==> src/rtl/btle_bit_serializer_pkg.sv <==
// Shared definitions for the BLE bit serializer: FSM encoding and whitening LFSR constants.
// Latency: n/a (types, constants and pure functions only).
// Backpressure: n/a.
package btle_bit_serializer_pkg;

  typedef enum logic {
    ST_IDLE  = 1'b0,
    ST_SHIFT = 1'b1
  } state_e;

  localparam int LFSR_W = 7;

  // x^7 + x^4 + 1: the bit leaving position 6 re-enters at position 0
  // and is folded into position 4.
  localparam logic [LFSR_W-1:0] LFSR_TAP       = 7'b001_0000;
  localparam logic              LFSR_POS0_INIT = 1'b1;

  // Position 0 is forced to 1; positions 1..6 take the channel index MSB first.
  function automatic logic [LFSR_W-1:0] lfsr_seed(input logic [5:0] ch);
    return {ch[0], ch[1], ch[2], ch[3], ch[4], ch[5], LFSR_POS0_INIT};
  endfunction

  function automatic logic [LFSR_W-1:0] lfsr_step(input logic [LFSR_W-1:0] s);
    return {s[LFSR_W-2:0], s[LFSR_W-1]} ^ (s[LFSR_W-1] ? LFSR_TAP : '0);
  endfunction

endpackage

==> src/rtl/btle_bit_serializer_if.sv <==
// Byte-in / bit-out bundle between a packet source and the BLE bit serializer.
// Latency: n/a (wires only).
// Backpressure: byte_in_valid/byte_in_ready handshake; the bit side has no backpressure.
// master: packet source (drives bytes and channel, observes status).
// slave : serializer (consumes bytes, drives serial bits and status).
interface btle_bit_serializer_if;
  import btle_bit_serializer_pkg::*;

  logic [5:0] channel_number;
  logic [7:0] byte_in;
  logic       byte_in_valid;
  logic       byte_in_last;
  logic       byte_in_ready;
  logic       phy_bit;
  logic       bit_valid;
  logic       bit_valid_last;
  logic       busy;
  logic       underrun;

  modport master (
    output channel_number, byte_in, byte_in_valid, byte_in_last,
    input  byte_in_ready, phy_bit, bit_valid, bit_valid_last, busy, underrun
  );

  modport slave (
    input  channel_number, byte_in, byte_in_valid, byte_in_last,
    output byte_in_ready, phy_bit, bit_valid, bit_valid_last, busy, underrun
  );
endinterface

==> src/rtl/btle_bit_serializer_lfsr.sv <==
// BLE data whitening sequence generator (7-bit LFSR, x^7+x^4+1).
// Latency: out_bit is combinational and already reflects this cycle's load/advance.
// Backpressure: none; the state only moves on load or advance.
// Ports: clk, rst (async active-low), load (seed from channel_number),
//        channel_number, advance (step once), out_bit (whitening bit).
module btle_whitening_lfsr
  import btle_bit_serializer_pkg::*;
(
  input  logic       clk,
  input  logic       rst,
  input  logic       load,
  input  logic [5:0] channel_number,
  input  logic       advance,
  output logic       out_bit
);

  logic [LFSR_W-1:0] lfsr_q;
  logic [LFSR_W-1:0] lfsr_d;

  always_comb begin
    lfsr_d = lfsr_q;
    if (load) begin
      lfsr_d = lfsr_seed(channel_number);
    end else if (advance) begin
      lfsr_d = lfsr_step(lfsr_q);
    end
  end

  always_ff @(posedge clk or negedge rst) begin
    if (!rst) begin
      lfsr_q <= '0;
    end else begin
      lfsr_q <= lfsr_d;
    end
  end

  // The serializer registers phy_bit on the same edge the LFSR moves, so it
  // needs the post-update output bit.
  assign out_bit = lfsr_d[LFSR_W-1];

endmodule

==> src/rtl/btle_bit_serializer.sv <==
// BLE packet byte stream to paced serial bit stream (LSB first), optional whitening (BTLE_WHITENING_EN).
// Latency: first bit_valid one cycle after the byte transfer; one bit every SAMPLE_PER_SYMBOL cycles.
// Backpressure: byte_in_ready high in IDLE and only in the last cycle of bit 7 of a non-last byte.
// Ports: clk, rst (async active-low), ser_if (slave side of btle_bit_serializer_if):
//        byte_in/_valid/_last/_ready, channel_number, phy_bit, bit_valid, bit_valid_last, busy, underrun.
module btle_bit_serializer
  import btle_bit_serializer_pkg::*;
#(
  parameter int SAMPLE_PER_SYMBOL = 8
) (
  input  logic                  clk,
  input  logic                  rst,
  btle_bit_serializer_if.slave  ser_if
);

  localparam int              CW      = (SAMPLE_PER_SYMBOL > 2) ? $clog2(SAMPLE_PER_SYMBOL) : 1;
  localparam logic [CW-1:0]   CNT_MAX = CW'(SAMPLE_PER_SYMBOL - 1);

  state_e        state_q, state_d;
  logic [CW-1:0] cnt_q, cnt_d;
  logic [2:0]    bit_q, bit_d;
  logic [7:0]    byte_q, byte_d;
  logic          last_q, last_d;
  logic          ready_q, ready_d;
  logic          bv_q, bv_d;
  logic          bvl_q, bvl_d;
  logic          phy_q, phy_d;

  logic          xfer;
  logic          load_pkt;
  logic          lfsr_adv;
  logic          wh_bit;

  // ready_q is 0 in reset and for the first cycle after release, so no byte
  // can slip in before the block is running.
  assign xfer     = ser_if.byte_in_valid && ready_q;
  assign load_pkt = (state_q == ST_IDLE) && xfer;

  always_comb begin
    state_d = state_q;
    cnt_d   = cnt_q;
    bit_d   = bit_q;
    byte_d  = byte_q;
    last_d  = last_q;
    bv_d    = 1'b0;
    case (state_q)
      ST_IDLE: begin
        if (xfer) begin
          state_d = ST_SHIFT;
          cnt_d   = '0;
          bit_d   = 3'd0;
          byte_d  = ser_if.byte_in;
          last_d  = ser_if.byte_in_last;
          bv_d    = 1'b1;
        end
      end
      ST_SHIFT: begin
        if (cnt_q != CNT_MAX) begin
          cnt_d = cnt_q + CW'(1);
        end else begin
          cnt_d = '0;
          if (bit_q != 3'd7) begin
            bit_d = bit_q + 3'd1;
            bv_d  = 1'b1;
          end else if (last_q) begin
            state_d = ST_IDLE;
          end else if (ser_if.byte_in_valid) begin
            // ready_q is high here, so this is a transfer: chain the next byte gaplessly.
            bit_d  = 3'd0;
            byte_d = ser_if.byte_in;
            last_d = ser_if.byte_in_last;
            bv_d   = 1'b1;
          end else begin
            state_d = ST_IDLE;  // starved: underrun
          end
        end
      end
      default: state_d = ST_IDLE;
    endcase
  end

  // Whitening continues across bytes of one packet and is reseeded only at packet start.
  assign lfsr_adv = bv_d && (state_q == ST_SHIFT);

`ifdef BTLE_WHITENING_EN
  btle_whitening_lfsr u_lfsr (
    .clk            (clk),
    .rst            (rst),
    .load           (load_pkt),
    .channel_number (ser_if.channel_number),
    .advance        (lfsr_adv),
    .out_bit        (wh_bit)
  );
`else
  assign wh_bit = 1'b0;
`endif

  assign phy_d   = bv_d ? (byte_d[bit_d] ^ wh_bit) : phy_q;
  assign bvl_d   = bv_d && (bit_d == 3'd7) && last_d;
  assign ready_d = (state_d == ST_IDLE) ||
                   ((cnt_d == CNT_MAX) && (bit_d == 3'd7) && !last_d);

  always_ff @(posedge clk or negedge rst) begin
    if (!rst) begin
      state_q <= ST_IDLE;
      cnt_q   <= '0;
      bit_q   <= 3'd0;
      byte_q  <= 8'd0;
      last_q  <= 1'b0;
      ready_q <= 1'b0;
      bv_q    <= 1'b0;
      bvl_q   <= 1'b0;
      phy_q   <= 1'b0;
    end else begin
      state_q <= state_d;
      cnt_q   <= cnt_d;
      bit_q   <= bit_d;
      byte_q  <= byte_d;
      last_q  <= last_d;
      ready_q <= ready_d;
      bv_q    <= bv_d;
      bvl_q   <= bvl_d;
      phy_q   <= phy_d;
    end
  end

  assign ser_if.byte_in_ready  = ready_q;
  assign ser_if.bit_valid      = bv_q;
  assign ser_if.bit_valid_last = bvl_q;
  assign ser_if.phy_bit        = phy_q;
  assign ser_if.busy           = (state_q == ST_SHIFT);
  // Combinational so the pulse lands in the starved cycle itself; it lasts one
  // cycle because the FSM leaves SHIFT on the following edge.
  assign ser_if.underrun       = (state_q == ST_SHIFT) && ready_q && !ser_if.byte_in_valid;

endmodule

==> src/flat_wrapper.sv <==
// flat-port wrapper written by rule: the top's interface ports become plain ports
module btle_bit_serializer_flat import btle_bit_serializer_pkg::*;
#(
  parameter int SAMPLE_PER_SYMBOL = 8
)
  (clk, rst, ser_if_channel_number, ser_if_byte_in, ser_if_byte_in_valid, ser_if_byte_in_last, ser_if_byte_in_ready, ser_if_phy_bit, ser_if_bit_valid, ser_if_bit_valid_last, ser_if_busy, ser_if_underrun);
  btle_bit_serializer_if ser_if_i ();
  input  logic clk;
  input  logic rst;
  input wire logic [$bits(ser_if_i.channel_number)-1:0] ser_if_channel_number;
  input wire logic [$bits(ser_if_i.byte_in)-1:0] ser_if_byte_in;
  input wire logic [$bits(ser_if_i.byte_in_valid)-1:0] ser_if_byte_in_valid;
  input wire logic [$bits(ser_if_i.byte_in_last)-1:0] ser_if_byte_in_last;
  output wire logic [$bits(ser_if_i.byte_in_ready)-1:0] ser_if_byte_in_ready;
  output wire logic [$bits(ser_if_i.phy_bit)-1:0] ser_if_phy_bit;
  output wire logic [$bits(ser_if_i.bit_valid)-1:0] ser_if_bit_valid;
  output wire logic [$bits(ser_if_i.bit_valid_last)-1:0] ser_if_bit_valid_last;
  output wire logic [$bits(ser_if_i.busy)-1:0] ser_if_busy;
  output wire logic [$bits(ser_if_i.underrun)-1:0] ser_if_underrun;
  assign ser_if_i.channel_number = ser_if_channel_number;
  assign ser_if_i.byte_in = ser_if_byte_in;
  assign ser_if_i.byte_in_valid = ser_if_byte_in_valid;
  assign ser_if_i.byte_in_last = ser_if_byte_in_last;
  assign ser_if_byte_in_ready = ser_if_i.byte_in_ready;
  assign ser_if_phy_bit = ser_if_i.phy_bit;
  assign ser_if_bit_valid = ser_if_i.bit_valid;
  assign ser_if_bit_valid_last = ser_if_i.bit_valid_last;
  assign ser_if_busy = ser_if_i.busy;
  assign ser_if_underrun = ser_if_i.underrun;
  btle_bit_serializer #(.SAMPLE_PER_SYMBOL(SAMPLE_PER_SYMBOL)) u_core (.clk(clk), .rst(rst), .ser_if(ser_if_i));
endmodule
==> config.mk <==
export PLATFORM = sky130hd
export DESIGN_NAME = btle_bit_serializer_flat
export DESIGN_NICKNAME = d
export VERILOG_FILES = /design/src/rtl/btle_bit_serializer_pkg.sv /design/src/rtl/btle_bit_serializer_if.sv /design/src/rtl/btle_bit_serializer_lfsr.sv /design/src/rtl/btle_bit_serializer.sv /design/src/flat_wrapper.sv
export SDC_FILE = /design/constraint.sdc
export NUM_CORES = 1
export LEC_CHECK = 0
export CORE_AREA = 4 4 51 53
export CTS_CLUSTER_DIAMETER = 50
export DETAILED_ROUTE_END_ITERATION = 8
export DIE_AREA = 0 0 55 57
export DONT_BUFFER_PORTS = 1
export PLACE_DENSITY = 0.76
export SYNTH_ARGS = -nofsm -noshare
export SYNTH_HDL_FRONTEND = slang
export SYNTH_SLANG_ARGS = --single-unit
==> constraint.sdc <==
create_clock -name clk -period 2.4 [get_ports clk]
set_clock_uncertainty 0.15 [all_clocks]
set_input_delay 0.48 -clock clk [delete_from_list [all_inputs] [get_ports clk]]
set_output_delay 0.48 -clock clk [all_outputs]
set_load 0.05 [all_outputs]
# == Word level (Yosys, flattened, before mapping) ==
# Index checks and enable logic that the tools add are counted.
# word_totals
inputBits,18
register_bits,20
out_inout_bits,6
wordCells,59
# classes
n_eq_ne,4
muxes,31
reduce_logical,10
order_cmp,1
add_sub_neg,2
bitwise,2
# ops
operator,count
2-to-1 mux 8 bit,5
2-to-1 mux 3 bit,7
case mux 8 bit (2 select lines),1
2-to-1 mux 1 bit,12
case mux 3 bit (2 select lines),2
logical AND 1 bit,7
adder 3 x 1 -> 3 bit (second input constant),2
== test 3 bit (second input constant),2
!= test 3 bit (second input constant),2
case mux 1 bit (2 select lines),3
less-than comparator 3 x 4 -> 1 bit (second input constant),1
binary-select mux 1 bit (select 3 bit),1
logical NOT 1 bit,2
inverter 1 bit,2
logical OR 1 bit,1

# == Logic depth before layout (Yosys ltp) ==
# Gate-level depths: netlist (run 1).
# logic_depth
ltp_word,9
depth_mapped,9
ltp_nobuf,8

# == Worst setup path before layout (run 1) ==
# Ideal clock, no wire load.
# synth_timing
path_kind,reg-to-reg
startpoint,register u_core.bit_q[0]
endpoint,"register u_core.phy_q, in the netlist u_core.ser_if.phy_bit"
stages_incl_launch_ff,10
period_less_slack_ps,2370
slack_ps,30
n_path_buf,1
arrival_time_ps,2091
t_required_ps,2121
setup_time_ps,129
cell_sequence,dfrtp_1 ha_1 ha_1 nand4b_1 a21o_1 buf_6 mux2_4 mux2i_1 o22ai_1 o41a_1
# synth_between
word_cells_on_any_way,16
cone_classes,1 x add/sub; 1 x eq/ne; 14 x mux
# synth_lines
item,line_no,rtl
"start, declared",btle_bit_serializer.sv:21,"logic [2:0] bit_q, bit_d;"
"start signal, assigned",btle_bit_serializer.sv:117,bit_q <= bit_d;
!= test 3 bit,btle_bit_serializer.sv:62,if (bit_q != 3'd7) begin
2-to-1 mux 8 bit,btle_bit_serializer.sv:62,
2-to-1 mux 8 bit,btle_bit_serializer.sv:58,if (cnt_q != CNT_MAX) begin
case mux 8 bit (2 select lines),btle_bit_serializer.sv:46,case (state_q)
net u_core.byte_d[7],btle_bit_serializer.sv:22,"logic [7:0] byte_q, byte_d;"
binary-select mux 1 bit (select 3 bit),btle_bit_serializer.sv:98,assign phy_d = bv_d ? (byte_d[bit_d] ^ wh_bit) : phy_q;
2-to-1 mux 1 bit (not written as such),btle_bit_serializer.sv:98,
"end signal, assigned",btle_bit_serializer.sv:123,phy_q <= phy_d;
"end, declared",btle_bit_serializer.sv:27,"logic phy_q, phy_d;"
# The timed path passes the listed nets, and every way through them passes these cells. The select of a mux whose other input is x is not followed.
# A chain may end at the register's enable or synchronous reset.

# == Final worst setup path (run 1) ==
# layout_timing
startpoint,register u_core.cnt_q[0]
endpoint,"register u_core.phy_q, in the netlist u_core.ser_if.phy_bit"
# layout_between
elab_chain_cells,5
word_cells_on_any_way,9
cone_classes,1 x eq/ne; 8 x mux
# layout_rtl
item,line_no,rtl
"start, declared",btle_bit_serializer.sv:20,"logic [CW-1:0] cnt_q, cnt_d;"
"start signal, assigned",btle_bit_serializer.sv:116,cnt_q <= cnt_d;
!= test 3 bit,btle_bit_serializer.sv:58,
2-to-1 mux 3 bit,btle_bit_serializer.sv:58,
case mux 3 bit (2 select lines),btle_bit_serializer.sv:46,
net u_core.bit_d[0],btle_bit_serializer.sv:21,
binary-select mux 1 bit (select 3 bit),btle_bit_serializer.sv:98,
2-to-1 mux 1 bit (not written as such),btle_bit_serializer.sv:98,
# The timed path passes the listed nets, and every way through them passes these cells. The select of a mux whose other input is x is not followed.

==> results of run 1 <==
layout make-up:
class                   count  area share (%)
repair buffers             20            13.1
inverters                   4            1.14
multi-input cells          65            43.3
flip-flops and latches     20            38.1
clock buffers               3            1.71
well taps                  28            2.66
power by group through the flow:
stage               clock [W]  sequential (W)  combinational (W)
CTS                  0.000153        0.000617           0.000790
global placement            0        0.000609           0.000706
floorplan                   0        0.000640           0.000469
detailed placement          0        0.000613           0.000747
global route         0.000171        0.000640            0.00103
finish               0.000148        0.000623           0.000946
layout by cell type, fill, tap and decap left out, types with 3 or more instances in the layout:
cell type | synthesis | final
sky130_fd_sc_hd__o21ai_0 | 4 | 4
sky130_fd_sc_hd__mux2i_1 | 4 | 3
sky130_fd_sc_hd__nor2_1 | 3 | 3
sky130_fd_sc_hd__nand3_1 | 3 | 3
sky130_fd_sc_hd__clkbuf_4 | 0 | 3
sky130_fd_sc_hd__buf_4 | 0 | 16
sky130_fd_sc_hd__nand2_1 | 10 | 10
sky130_fd_sc_hd__mux2_4 | 6 | 8
sky130_fd_sc_hd__ha_4 | 0 | 3
sky130_fd_sc_hd__inv_1 | 3 | 3
sky130_fd_sc_hd__dfrtp_1 | 20 | 20
kinds of logic (layout without fill, tap and decap cells):
group | after synthesis | after routing
AO/OA/AOI/OAI | 17 | 17
adder cells (fa/ha/maj) | 5 | 5
buffers and inverters | 6 | 27
flip-flops | 20 | 20
multiplexers | 12 | 12
AND/OR/NAND/NOR | 31 | 31
metal layers:
metal,routed length (µm),up-vias,part of all wire (%),track usage [%]
met1,879,353,43,17.8
li1,-,370,-,-
met4,68,0,3.3,7.29
met3,108,7,5.3,1.83
met2,995,20,48,22.5
met5,0,-,0,0
worst paths after layout:
| check | to | slack, ps | cells past startpoint |
|---|---|---|---|
| worst max-delay path | u_core.ser_if.phy_bit | 10 | 10 |
| worst min-delay path | u_core.byte_q[6] | 180 | 1 |
| worst max register to register | u_core.ser_if.phy_bit | 10 | 10 |
| worst min register to register | u_core.byte_q[6] | 360 | 1 |
| max in group asynchronous | u_core.cnt_q[0] | 990 | 1 |
| min in group asynchronous | u_core.byte_q[6] | 580 | 1 |
stage by stage:
step                power, W  setup slack [ps]  hold WS [ps]
floorplan            0.00111              29.6          34.4
global placement     0.00132             -65.9          35.2
detailed placement   0.00136              -120          35.1
CTS                  0.00156              6.46           181
global route         0.00184             -93.0           167
finish               0.00172              14.8           184
critical path, delay by kind of cell, from the launching register on:
| family | cells | cell delay [ps] |
|---|---|---|
| DFF | 1 | 390 |
| adders and majority gates | 2 | 380 |
| and+or+nand+nor | 2 | 220 |
| buffers and inverters | 2 | 260 |
| muxes | 1 | 170 |
| AOI/OAI and AO/OA | 3 | 700 |
state kept, by name, indices dropped and copies added (netlist names):
register and flops:
u_core.ser_if.phy_bit 1, u_core.cnt_q 3, u_core.ser_if.bit_valid_last 1, u_core.ser_if.busy 1, u_core.ser_if.byte_in_ready 1, u_core.byte_q 8, u_core.last_q 1, u_core.bit_q 3
u_core.ser_if.bit_valid 1
repair_timing:
action	4_1_cts	5_1_grt
buffers inserted	1	5
pin swaps	3	7
gates resized for setup	6	10
hold endpoints to repair	20	0
hold buffers	1	0
setup endpoints to repair	1	1
==> run metrics, run 1 <==
startpoint kind of the worst setup timing path=flip-flop; worst slew margin relative to its limit=42.3%; run status=finished, final reports clean; GRT Util Overall=14.0%; class of the most critical hold timing path=in -> reg; Compound-Gate Fraction of Synth Area=11.3%; unrepaired setup endpoints after global routing=true; crit-path most repeated cell=sky130_fd_sc_hd__buf_6; Placed Cells incl. Taps=130; crit path time final=2390 ps; final hold violation count=0; Adder-Cell Fraction of Synth Area=6.08%; share of post-route cells with drive strength above 1=34.8%; overflow left after global routing=0; Critical Path RT=2430 ps; number of optimization iterations in the first detailed-route pass=4; hold path start=ser_if_byte_in[6]; Die Outline Area=3140 µm²; clock edge transition at the registers on the reported setup and hold paths=100 ps; total of max-cap violations=0; multi-input logic area=569 µm²; boundary pin count=24; row cnt=17; post-layout instance area=1320 µm²; Static Leakage=0.636 nW; Critical Path Slowest Stage Cell=sky130_fd_sc_hd__o41a_1; combinational group share of total power=55.1%; placeable core region=2150 µm²; share of the core filled with cells in the final layout=61.2%; Setup Viol. Count Final=0; Max Root-Sink Buffers=2; area grow syn2layout=27.7%; vias after detailed routing=750; placed wire-length estimate after detailed placement=1.51 mm; Net Sw Power=0.000677 W; Async SR Flop Fraction=100%; multiplexer share of the synthesized area=14.8%; worst endpoint data arrival time=2420 ps; Switching Share=39.4%; top-area cell type share of the netlist area=48.6%; share of total power in sequential cells=36.3%; sequential share of the synthesized area=48.6%; violation count after the first detailed-route iteration=7; cell accounting for the most synthesized area=sky130_fd_sc_hd__dfrtp_1; Post-Route Setup TNS=0 ps; synthesized cell area=1030 µm²; fill cell count=171; Critical Path End Type=flip-flop; commonest cells in the netlist=sky130_fd_sc_hd__dfrtp_1, sky130_fd_sc_hd__nand2_1, sky130_fd_sc_hd__mux2_4; area of placed instances=1160 µm²; Clk pwr share=8.6%; type of the setup path with the least slack=reg -> reg; ys flop type=sky130_fd_sc_hd__dfrtp_1; quantity of I/O buffers inserted on ports=0; maximum VDD drop=0.000706 V; pin count of the biggest net entering global routing=21; pins over their slew limit=0; total nets after synthesis=114; largest family of logic cells by synthesized area=simple AND/OR/NAND/NOR gates; stage delay of the slowest cell on the critical path=400 ps; final period utilization=99.4%; die outline width=55 µm; launching element of the worst setup path=u_core.cnt_q[0]; Die Span Y=57 µm; Cell variety after synth=36; power density over the cells=1310 nW/µm²; final RePlAce weighted congestion=0.811; cells along the critical path=ha_2 > ha_4 > buf_6 > nor4bb_2 > a31oi_1 > o21ai_2 > buf_6 > mux2i_4 > nor3b_2 > o41a_1; cell chosen for the clock root=sky130_fd_sc_hd__clkbuf_4; starting utilization of the core area=47.9%; Inserted Diodes=0; main area contributors after synthesis=sky130_fd_sc_hd__dfrtp_1, sky130_fd_sc_hd__mux2_4, sky130_fd_sc_hd__ha_1; number of routed nets with antenna violations=0; count leader, synth=sky130_fd_sc_hd__dfrtp_1; via count of the first global-routing pass=777; area of all sequential standard cells=500 µm²; net count of the finished layout=137; slew at the pin closest to its max-slew limit=863 ps; Wirelength per Cell=14.7 µm; Total Wirelength=2.05 mm; CTS tree=yes; number of synthesized register bits=20; Post-Synth XOR/XNOR Area=0%; Post-synth EDFFs=0; synth warn=0; Simple-Gate Fraction of Synth Area=16.2%; maximum frequency from static timing analysis=419 MHz; average cell area after synthesis=11.3 µm²; detail-routed via count per cell=5.36; number of antenna violations at the first check in global routing=0; clock latency of the later-clocked register in the worst-skew pair=290 ps; beginning of the worst register-to-register path=u_core.cnt_q[0]; Max FO, Critical Path=6; Clock Sinks=20; wire length of the first global-routing pass=3.21 mm; cts bufs inserted=3; CTS HTree Levels=1; design internal power=0.00104 W; cells after synthesis=91; Layout Cells excl Fill=140; final routed DRC violation total=0
Power figures use the tool's default switching activity.
==> inputs of run 2 (changes only) <==
ABC_AREA = 1   (was not set)
CELL_PAD_IN_SITES_DETAIL_PLACEMENT = 1   (was not set)
CELL_PAD_IN_SITES_GLOBAL_PLACEMENT = 1   (was not set)
CORE_AREA = 4 4 64 66   (was 4 4 51 53)
DIE_AREA = 0 0 68 70   (was 0 0 55 57)
PLACE_DENSITY = 0.82   (was 0.76)
==> run 2 against run 1 <==
Against the previous run:
- combinational power decreased by 0.6%
- design area increased by 14%
- die area increased by 52%
- via count increased by 55%
- global-route usage increased by 2.6 points
- highest routed layer unchanged
- hold slack improved by 25 ps
- clock power increased by 34%
- critical endpoint unchanged
- power increased by 2.0%
- utilization decreased by 19 points
- flip-flop and latch count unchanged
- non-clock buffer count decreased by 14
- synthesized cell count increased by 87%
==> run metrics, run 2 <==
run status=finished, final reports clean; via count of the first global-routing pass=1310; Die Span Y=70 µm; final period utilization=91.1%; ys flop type=sky130_fd_sc_hd__dfrtp_1; final RePlAce weighted congestion=0.734; cells after synthesis=170; Post-Route Setup TNS=0 ps; placeable core region=3580 µm²; vias after detailed routing=1162; Wirelength per Cell=15.7 µm; pin count of the biggest net entering global routing=21; share of post-route cells with drive strength above 1=22.7%; row cnt=22; Inserted Diodes=0; maximum frequency from static timing analysis=458 MHz; Critical Path RT=2450 ps; die outline width=68 µm; pins over their slew limit=0; share of the core filled with cells in the final layout=42.0%; commonest non-fill, non-tap cell in the layout=sky130_fd_sc_hd__nand2_1; number of synthesized register bits=20; Max Root-Sink Buffers=2; maximum VDD drop=0.000441 V; pre-CTS setup slack=79.5 ps; startpoint kind of the worst setup timing path=flip-flop; Post-synth EDFFs=0; hold path start=ser_if_byte_in[4]; CTS HTree Levels=1; Power, Total=0.00175 W; number of antenna violations at the first check in global routing=0; Total Wirelength=3.52 mm; synthesized cell area=1380 µm²; placed wire-length estimate after detailed placement=2.77 mm; cell depth of the worst hold path=2; net count of the finished layout=200; cell accounting for the most synthesized area=sky130_fd_sc_hd__dfrtp_1; cell chosen for the clock root=sky130_fd_sc_hd__clkbuf_4; multi-input logic area=744 µm²; final routed DRC violation total=0; boundary pin count=24; final hold violation count=0; Clock Sinks=20; count leader, synth=sky130_fd_sc_hd__nand2_1; setup slack on the worst flop-to-flop path=210 ps; overflow left after global routing=0; commonest cells in the netlist=sky130_fd_sc_hd__nand2_1, sky130_fd_sc_hd__inv_1, sky130_fd_sc_hd__nand3_1; sequential share of the synthesized area=36.2%; least setup slack across all paths after layout=214 ps; violation count after the first detailed-route iteration=21; wire length of the first global-routing pass=6.05 mm; number of optimization iterations in the first detailed-route pass=4; fill cell count=451; count of cells along the worst register-to-register path=14; capturing point of the worst reg2reg path=u_core.ser_if.phy_bit; Post-CTS Setup Bufs=0; total of max-cap violations=0; worst endpoint data arrival time=2240 ps; clock edge transition at the registers on the reported setup and hold paths=120 ps; cts bufs inserted=3; unrepaired setup endpoints after global routing=false; synth warn=0; Die Outline Area=4760 µm²; type of the setup path with the least slack=reg -> reg; CTS tree=yes; Max FO, Critical Path=9; Cell variety after synth=31; Setup Viol. Count Final=0; power density over the cells=1170 nW/µm²; Async SR Flop Fraction=100%; clock latency of the later-clocked register in the worst-skew pair=300 ps; starting utilization of the core area=38.6%; largest registers=u_core.byte_q x8, u_core.bit_q x3, u_core.cnt_q x3; main area contributors after synthesis=sky130_fd_sc_hd__dfrtp_1, sky130_fd_sc_hd__nand2_1, sky130_fd_sc_hd__nand3_1; Min-Delay Endpoint=u_core.byte_q[4]; worst slew margin relative to its limit=38.1%; beginning of the worst register-to-register path=u_core.bit_q[0]; crit path time final=2190 ps; top-area cell type share of the netlist area=36.2%; slew at the pin closest to its max-slew limit=926 ps; detail-routed via count per cell=5.19; Critical Path End Type=flip-flop; number of routed nets with antenna violations=0; quantity of I/O buffers inserted on ports=0; area grow syn2layout=8.69%; class of the most critical hold timing path=in -> reg; register containing the most flip-flops in the final layout=u_core.byte_q; area of all sequential standard cells=500 µm²; Static Leakage=0.819 nW; GRT Util Overall=16.5%; average cell area after synthesis=8.13 µm²; highest-count cells in the layout ignoring fill and taps=sky130_fd_sc_hd__nand2_1, sky130_fd_sc_hd__inv_1, sky130_fd_sc_hd__nand3_1; max FFs per register=8; total nets after synthesis=193
==> run 2: cell types whose count changed after synthesis, sizes merged, moves of 3 or more <==
cell / previous run / this run
nand2: 10 / 55
inv: 4 / 28
nand3: 3 / 23
mux2: 8 / 0
o211ai: 0 / 6
mux2i: 4 / 0
nand3b: 1 / 5
a21oi: 2 / 5
nor2: 3 / 6
==> run 2: report_power, final <==
group          switching (W)  internal [W]
registers           0.000144      0.000470
logic               0.000601      0.000338
clock network       0.000106     0.0000926
==> run 2: timing repair <==
| item | in CTS | in global routing |
|---|---|---|
| gates resized for setup | 0 | 3 |
| hold buffers | 1 | 0 |
| endpoints found under the hold margin | 20 | 0 |
| endpoints found under the setup margin | 0 | 3 |
==> run 2: logic make-up after synthesis <==
| family | share of synthesized area [%] |
|---|---|
| buffers and inverters | 10.9 |
| AOI/OAI and AO/OA | 15.2 |
| DFF | 36.2 |
| and+or+nand+nor | 33.2 |
| adders and majority gates | 4.52 |
==> run 2: how the worst max path moves through the flow <==
stage / endpoint / slack (ps) / start / depth (start not counted)
6_report: u_core.ser_if.phy_bit / 210 / u_core.bit_q[0] / 14
3_5_place_dp: u_core.ser_if.phy_bit / 80 / u_core.cnt_q[0] / 14
2_1_floorplan: ser_if_underrun / 110 / u_core.ser_if.busy / 3
5_1_grt: u_core.ser_if.phy_bit / 50 / u_core.cnt_q[0] / 14
3_3_place_gp: u_core.ser_if.phy_bit / 210 / u_core.bit_q[0] / 14
4_1_cts: u_core.ser_if.phy_bit / 60 / u_core.cnt_q[0] / 14
==> run 2: layer usage <==
| metal | up-vias | track usage (%) | wire length (µm) |
|---|---|---|---|
| met2 | 15 | 30.7 | 1910 |
| met5 | - | 0 | 0 |
| met1 | 586 | 19.3 | 1470 |
| met3 | 2 | 2.57 | 125 |
| li1 | 559 | - | - |
| met4 | 0 | 3.09 | 21 |
==> run 2: worst max-delay path: stages (launching register included) <==
cell and delay (ps):
sky130_fd_sc_hd__dfrtp_1 450, sky130_fd_sc_hd__ha_1 260, sky130_fd_sc_hd__ha_1 290, sky130_fd_sc_hd__nand2_2 120
sky130_fd_sc_hd__inv_4 70, sky130_fd_sc_hd__nand2_4 120, sky130_fd_sc_hd__nand2_1 80, sky130_fd_sc_hd__nand3_1 90
sky130_fd_sc_hd__nand2_2 60, sky130_fd_sc_hd__nand2_1 60, sky130_fd_sc_hd__nand2_1 70, sky130_fd_sc_hd__nand2_1 70
sky130_fd_sc_hd__nand3_1 80, sky130_fd_sc_hd__nand3_1 80, sky130_fd_sc_hd__nand2_1 50
==> run 2: cell type report <==
class                   instances  area share (%)
inverters                      29            7.58
well taps                      48            4.00
flip-flops and latches         20            33.3
multi-input cells             117            49.5
clock buffers                   4            2.41
repair buffers                  6            3.16
==> run 2: through the flow <==
stage                     hold WS (ps)  cell area [µm²]  cells
after CTS                          200             1490    224
final                              209             1500    224
after global routing               212             1500    224
after floorplan                   34.4             1380    170
after detailed placement          35.2             1440    219
after global placement            35.4             1440    219
